==> config.mk <==
export PLATFORM = sky130hd
export DESIGN_NAME = mem_arbiter
export DESIGN_NICKNAME = d
export VERILOG_FILES = /design/src/rtl/mem_arbiter_pkg.sv /design/src/rtl/mem_arbiter_arb_grant.sv /design/src/rtl/mem_arbiter.sv
export SDC_FILE = /design/constraint.sdc
export NUM_CORES = 1
export LEC_CHECK = 0
export BUFFER_PORTS_ARGS = -buffer_cell sky130_fd_sc_hd__buf_4
export CAP_MARGIN = 15
export CORE_ASPECT_RATIO = 0.5
export CORE_MARGIN = 3
export CORE_UTILIZATION = 32
export DETAILED_ROUTE_END_ITERATION = 8
export HOLD_SLACK_MARGIN = 0.12
export PLACE_DENSITY = 0.62
export SLEW_MARGIN = 20
export SYNTH_ARGS = -nofsm -noshare
export SYNTH_HDL_FRONTEND = slang
export SYNTH_HIERARCHICAL = 1
export SYNTH_SLANG_ARGS = --single-unit
export TNS_END_PERCENT = 30
==> constraint.sdc <==
create_clock -name clk -period 2 [get_ports clk]
set_input_delay 0.2 -clock clk [delete_from_list [all_inputs] [get_ports clk]]
set_output_delay 0.2 -clock clk [all_outputs]
set_load 0.005 [all_outputs]
==> src/rtl/mem_arbiter_pkg.sv <==
// ============================================================================
// mem_arbiter_pkg : shared state/owner encodings and data width for mem_arbiter
// Revision: 1.0
// ============================================================================
`default_nettype none

package mem_arbiter_pkg;

    localparam int XLEN = 64;

    typedef enum logic [1:0] {
        ARB_ST_IDLE = 2'd0,
        ARB_ST_REQ  = 2'd1,
        ARB_ST_RESP = 2'd2
    } arb_state_e;

    typedef enum logic {
        ARB_OWNER_IF = 1'b0,
        ARB_OWNER_LS = 1'b1
    } arb_owner_e;

endpackage

`default_nettype wire

==> src/rtl/mem_arbiter_arb_grant.sv <==
// ============================================================================
// arb_grant : combinational IF/LS picker, one-hot or zero grant
// Config    : MEM_ARB_RR_EN selects round-robin, otherwise fixed LS > IF
// Revision  : 1.0
// ============================================================================
`default_nettype none

module arb_grant
    import mem_arbiter_pkg::*;
(
    input  logic if_valid_i,
    input  logic ls_valid_i,
    input  logic rr_last_i,
    input  logic en_i,
    output logic grant_if_o,
    output logic grant_ls_o
);

`ifdef MEM_ARB_RR_EN
    always_comb begin
        grant_if_o = 1'b0;
        grant_ls_o = 1'b0;
        if (en_i) begin
            if (if_valid_i && ls_valid_i) begin
                // Contention: hand the port to whoever did not win last time.
                if (rr_last_i == ARB_OWNER_IF) begin
                    grant_ls_o = 1'b1;
                end else begin
                    grant_if_o = 1'b1;
                end
            end else begin
                grant_if_o = if_valid_i;
                grant_ls_o = ls_valid_i;
            end
        end
    end
`else
    logic unused_rr_last;
    assign unused_rr_last = rr_last_i;

    always_comb begin
        grant_if_o = 1'b0;
        grant_ls_o = 1'b0;
        if (en_i) begin
            grant_ls_o = ls_valid_i;
            grant_if_o = if_valid_i && !ls_valid_i;
        end
    end
`endif

endmodule

`default_nettype wire

==> src/rtl/mem_arbiter.sv <==
// ============================================================================
// mem_arbiter : shares one memory port between IF (read) and LS (read/write),
//               one transaction outstanding, with response timeout abort
// Config      : MEM_ARB_RR_EN enables round-robin arbitration (rr_last state)
// Revision    : 1.0
// ============================================================================
`default_nettype none

module mem_arbiter
    import mem_arbiter_pkg::*;
#(
    parameter int TIMEOUT = 255,
    parameter int TO_W    = 8
) (
    input  logic            clk,
    input  logic            rst,
    input  logic            if_req_valid,
    output logic            if_req_ready,
    input  logic [XLEN-1:0] if_addr,
    output logic            if_resp_valid,
    output logic [XLEN-1:0] if_rdata,
    input  logic            ls_req_valid,
    output logic            ls_req_ready,
    input  logic            ls_we,
    input  logic [XLEN-1:0] ls_addr,
    input  logic [XLEN-1:0] ls_wdata,
    input  logic [7:0]      ls_wmask,
    output logic            ls_resp_valid,
    output logic [XLEN-1:0] ls_rdata,
    output logic            mem_req_valid,
    input  logic            mem_req_ready,
    output logic            mem_we,
    output logic [XLEN-1:0] mem_addr,
    output logic [XLEN-1:0] mem_wdata,
    output logic [7:0]      mem_wmask,
    input  logic            mem_resp_valid,
    input  logic [XLEN-1:0] mem_rdata,
    output logic            arb_err
);

    localparam logic [TO_W-1:0] C_TO_LAST = TO_W'(TIMEOUT - 1);

    arb_state_e      state_q, state_d;
    arb_owner_e      owner_q, owner_d;
    logic            we_q, we_d;
    logic [XLEN-1:0] addr_q, addr_d;
    logic [XLEN-1:0] wdata_q, wdata_d;
    logic [7:0]      wmask_q, wmask_d;
    logic [TO_W-1:0] cnt_q, cnt_d;
    logic            if_resp_valid_q, if_resp_valid_d;
    logic            ls_resp_valid_q, ls_resp_valid_d;
    logic [XLEN-1:0] if_rdata_q, if_rdata_d;
    logic [XLEN-1:0] ls_rdata_q, ls_rdata_d;
    logic            err_q, err_d;

    logic            w_grant_if;
    logic            w_grant_ls;
    logic            w_rr_last;
    logic            w_done;
    logic [XLEN-1:0] w_resp_data;

`ifdef MEM_ARB_RR_EN
    logic rr_last_q;

    always_ff @(posedge clk or negedge rst) begin
        if (!rst) begin
            rr_last_q <= ARB_OWNER_IF;
        end else if (w_grant_if) begin
            rr_last_q <= ARB_OWNER_IF;
        end else if (w_grant_ls) begin
            rr_last_q <= ARB_OWNER_LS;
        end
    end

    assign w_rr_last = rr_last_q;
`else
    assign w_rr_last = ARB_OWNER_IF;
`endif

    arb_grant u_arb_grant (
        .if_valid_i (if_req_valid),
        .ls_valid_i (ls_req_valid),
        .rr_last_i  (w_rr_last),
        .en_i       (state_q == ARB_ST_IDLE),
        .grant_if_o (w_grant_if),
        .grant_ls_o (w_grant_ls)
    );

    // A real response beats a timeout landing in the same cycle; stores ack with 0.
    assign w_done      = mem_resp_valid || (cnt_q == C_TO_LAST);
    assign w_resp_data = (mem_resp_valid && !we_q) ? mem_rdata : '0;

    always_comb begin
        state_d         = state_q;
        owner_d         = owner_q;
        we_d            = we_q;
        addr_d          = addr_q;
        wdata_d         = wdata_q;
        wmask_d         = wmask_q;
        cnt_d           = cnt_q;
        if_resp_valid_d = 1'b0;
        ls_resp_valid_d = 1'b0;
        if_rdata_d      = if_rdata_q;
        ls_rdata_d      = ls_rdata_q;
        err_d           = 1'b0;
        case (state_q)
            ARB_ST_IDLE: begin
                if (w_grant_ls) begin
                    owner_d = ARB_OWNER_LS;
                    we_d    = ls_we;
                    addr_d  = ls_addr;
                    wdata_d = ls_wdata;
                    wmask_d = ls_we ? ls_wmask : 8'h00;
                    state_d = ARB_ST_REQ;
                end else if (w_grant_if) begin
                    owner_d = ARB_OWNER_IF;
                    we_d    = 1'b0;
                    addr_d  = if_addr;
                    wdata_d = '0;
                    wmask_d = 8'h00;
                    state_d = ARB_ST_REQ;
                end
            end
            ARB_ST_REQ: begin
                if (mem_req_ready) begin
                    cnt_d   = '0;
                    state_d = ARB_ST_RESP;
                end
            end
            ARB_ST_RESP: begin
                cnt_d = cnt_q + 1'b1;
                if (w_done) begin
                    if (owner_q == ARB_OWNER_LS) begin
                        ls_resp_valid_d = 1'b1;
                        ls_rdata_d      = w_resp_data;
                    end else begin
                        if_resp_valid_d = 1'b1;
                        if_rdata_d      = w_resp_data;
                    end
                    err_d   = !mem_resp_valid;
                    state_d = ARB_ST_IDLE;
                end
            end
            default: begin
                state_d = ARB_ST_IDLE;
            end
        endcase
    end

    always_ff @(posedge clk or negedge rst) begin
        if (!rst) begin
            state_q         <= ARB_ST_IDLE;
            owner_q         <= ARB_OWNER_IF;
            we_q            <= 1'b0;
            addr_q          <= '0;
            wdata_q         <= '0;
            wmask_q         <= 8'h00;
            cnt_q           <= '0;
            if_resp_valid_q <= 1'b0;
            ls_resp_valid_q <= 1'b0;
            if_rdata_q      <= '0;
            ls_rdata_q      <= '0;
            err_q           <= 1'b0;
        end else begin
            state_q         <= state_d;
            owner_q         <= owner_d;
            we_q            <= we_d;
            addr_q          <= addr_d;
            wdata_q         <= wdata_d;
            wmask_q         <= wmask_d;
            cnt_q           <= cnt_d;
            if_resp_valid_q <= if_resp_valid_d;
            ls_resp_valid_q <= ls_resp_valid_d;
            if_rdata_q      <= if_rdata_d;
            ls_rdata_q      <= ls_rdata_d;
            err_q           <= err_d;
        end
    end

    assign if_req_ready  = w_grant_if;
    assign ls_req_ready  = w_grant_ls;
    assign if_resp_valid = if_resp_valid_q;
    assign if_rdata      = if_rdata_q;
    assign ls_resp_valid = ls_resp_valid_q;
    assign ls_rdata      = ls_rdata_q;
    assign mem_req_valid = (state_q == ARB_ST_REQ);
    assign mem_we        = we_q;
    assign mem_addr      = addr_q;
    assign mem_wdata     = wdata_q;
    assign mem_wmask     = we_q ? wmask_q : 8'h00;
    assign arb_err       = err_q;

endmodule

`default_nettype wire

==> flow_summary_export.csv <==
group,metric,value,unit
floorplan,ios,542,
global_route,grt_pass1_vias,12600,
power_and_ir_drop,power_leakage,9.81,nW
flow_run,max-cap-violations,0,
timing,relSlewSlack,0.665,
floorplan,die_w,294,µm
clocking,numCtsBuffers,28,
power_and_ir_drop,power.density,1190,nW/µm²
global_route,grt_pass1_wl,73.6,mm
worst_setup_path,crit_required,2.44,ns
power_and_ir_drop,power_frac_seq,0.349,
floorplan,core_area,39800,µm²
cells_and_area,multi_input_area,5780,µm²
synthesis,synth.cell_area,13200,µm²
worst_setup_path,r2r_start,"state_q[1]",
global_route,grt_max_degree,139,
worst_setup_path,crit_path_end_kind,"flip-flop",
clocking,root_buffer,"clkbuf_16",
drt,drt-total-wl,48.8,mm
floorplan,die_area,44000,µm²
drt,dr.pass1.iters,4,
clocking,clock-sinks,279,
worst_setup_path,path_delay_family,"buffers and inverters",
worst_setup_path,timing.critical_path.from,"state_q[1]",
power_and_ir_drop,vdd_drop_max,0.000972,V
power_and_ir_drop,p_comb_frac,0.424,
place,place_area,18100,µm²
cells_and_area,drive_above_1_share,0.407,
cells_and_area,areaGrowthSynthToFinish,65.5,%
timing,hold_violations,0,
timing,min_period,1.91,ns
drt,drtIter0Drc,642,
clocking,clk_pin_slew,0.07,ns
drt,vias_per_cell,4.78,
worst_setup_path,cpMostUsedCell,"buf_12",
clocking,clock_path_buffers,3,
clocking,clk_latency,0.56,ns
clocking,cts_tree,"yes",
worst_setup_path,cp_data_arrival_time,2.35,ns
synthesis,yosys_warnings,6,
synthesis,mappedNetlistNets,1348,
drt,num_vias,11600,
worst_setup_path,critPathLaunchType,"flip-flop",
place,dpl.hpwl,32.2,mm
worst_setup_path,crit_chain,"nor2_1, buf_4, and3b_1, o21ai_4, buf_12, buf_12, mux2_2",
global_route,overflow,0,
worst_setup_path,cp_max_fo,30,
drt,wl_per_cell,20.1,µm
cells_and_area,num-nets-final,2144,
place,portBuffers,541,
timing,skew,0.0151,ns
cells_and_area,num-fill-cells,3342,
floorplan,num_rows,51,
floorplan,die_height,150,µm
global_route,grt_usage,0.213,
clocking,htree_levels,1,
synthesis,synth_area_per_cell,12.3,µm²
timing,max_freq,524,MHz
min_path,min-delay-path-class,"in2reg",
drt,postRouteAntennaNets,0,
cells_and_area,final_area,21900,µm²
cells_and_area,regArea,6980,µm²
power_and_ir_drop,p_sw,0.00839,W
timing,fin_crit_sh,0.954,
worst_setup_path,worst-setup-path-type,"reg2reg",
worst_setup_path,max_stage_delay,0.36,ns
status,status,"finished clean",
floorplan,initial_core_util,0.332,
min_path,hp-start,"mem_resp_valid",
power_and_ir_drop,power_frac_clock,0.227,
global_route,antenna_found_initial,1,
worst_setup_path,crit_slowest_cell,"dfrtp_1",
power_and_ir_drop,internal_power,0.0177,W
place,gp_congestion,0.827,
drt,drc,0,
timing,setup_viol,0,
synthesis,synth_cells,1075,
timing,drv_slew,0,
timing,tightest_slew,0.502,ns
worst_setup_path,critPathBufInv,3,
power_and_ir_drop,finalPower,0.0261,W
power_and_ir_drop,switching_share,0.321,
-- registers in the layout (all words and copies together) (netlist names) --
register,count
mem_addr,64
cnt_q,8
wmask_q,8
ls_resp_valid,1
arb_err,1
mem_we,1
mem_wdata,64
ls_rdata,64
owner_q,1
if_resp_valid,1
state_q,2
if_rdata,64
-- repair_timing --
item	4_1_cts	5_1_grt
gates resized for setup	0	5
hold endpoints to repair	544	1
buffers inserted	0	2
endpoints found under the setup margin	0	72
hold buffers	268	1
-- path summary, 6_finish.rpt --
path                            endpoint  slack, ns  cells after the start
min reg2reg                     cnt_q[6]       0.48                      1
max in group asynchronous   if_rdata[55]       0.48                      4
max                          mem_addr[6]       0.09                      7
min                          ls_rdata[1]       0.20                      4
min in group asynchronous  ls_resp_valid       0.69                      3
max reg2reg                  mem_addr[6]       0.09                      7
-- per-stage QoR --
stage / worst slack [ns] / setup TNS [ns] / hold WS [ns] / util / instances
floorplan: 0.155 / 0 / -0.0956 / - / 1075
global placement: 0.133 / 0 / 0.139 / 0.456 / 2099
detailed placement: 0.0692 / 0 / 0.135 / 0.456 / 2099
CTS: 0.0282 / 0 / 0.166 / 0.548 / 2419
global route: -0.000661 / -0.000661 / 0.216 / 0.550 / 2423
finish: 0.0923 / 0 / 0.204 / 0.550 / 2424
-- cells in the final DEF, fill, tap and decap left out, types with 4 or more instances in the layout --
cell type and count:
clkbuf_16 30, clkbuf_1 5, mux2_2 128, inv_1 4, buf_4 558, clkinv_2 7, nand2_1 4, o21ai_0 74
nand2b_1 130, dlygate4sd3_1 269, a22o_1 72, clkbuf_8 6, dfrtp_1 278, mux2i_1 131, o21ai_1 58, buf_12 25
and2_1 8, nand3_1 5, bufinv_16 5, and3b_1 65
-- power by group through the flow --
| stage | logic (W) | registers, W | clock network, W |
|---|---|---|---|
| after global placement | 0.0105 | 0.00909 | 0 |
| after global routing | 0.0119 | 0.00937 | 0.00632 |
| after CTS | 0.0111 | 0.00907 | 0.00606 |
| final | 0.0111 | 0.00912 | 0.00592 |
| after detailed placement | 0.0106 | 0.00911 | 0 |
| after floorplan | 0.00497 | 0.00902 | 0 |
-- metal layers --
layer	vias to the layer above	share of wire	GRT usage
li1	5447	-	-
met1	5752	0.39	0.245
met2	252	0.53	0.387
met3	145	0.031	0.0359
met4	2	0.052	0.104
met5	-	0.00031	0
-- worst register-to-register path, stage by stage, from the launching register on --
cell and delay (ns):
dfrtp_1 0.36, nor2_1 0.06, buf_4 0.14, and3b_1 0.21, o21ai_4 0.19, buf_12 0.24
buf_12 0.22, mux2_2 0.36
-- final cells by class --
type	instances	area share
antenna	1	0.000114
clock buffer	40	0.0378
inverter	4	0.000686
multi-input combinational	703	0.264
sequential	279	0.319
clock inverter	12	0.00846
timing repair buffer	855	0.340
tap	530	0.0303
Note: power is estimated with default switching activity, not from simulation.
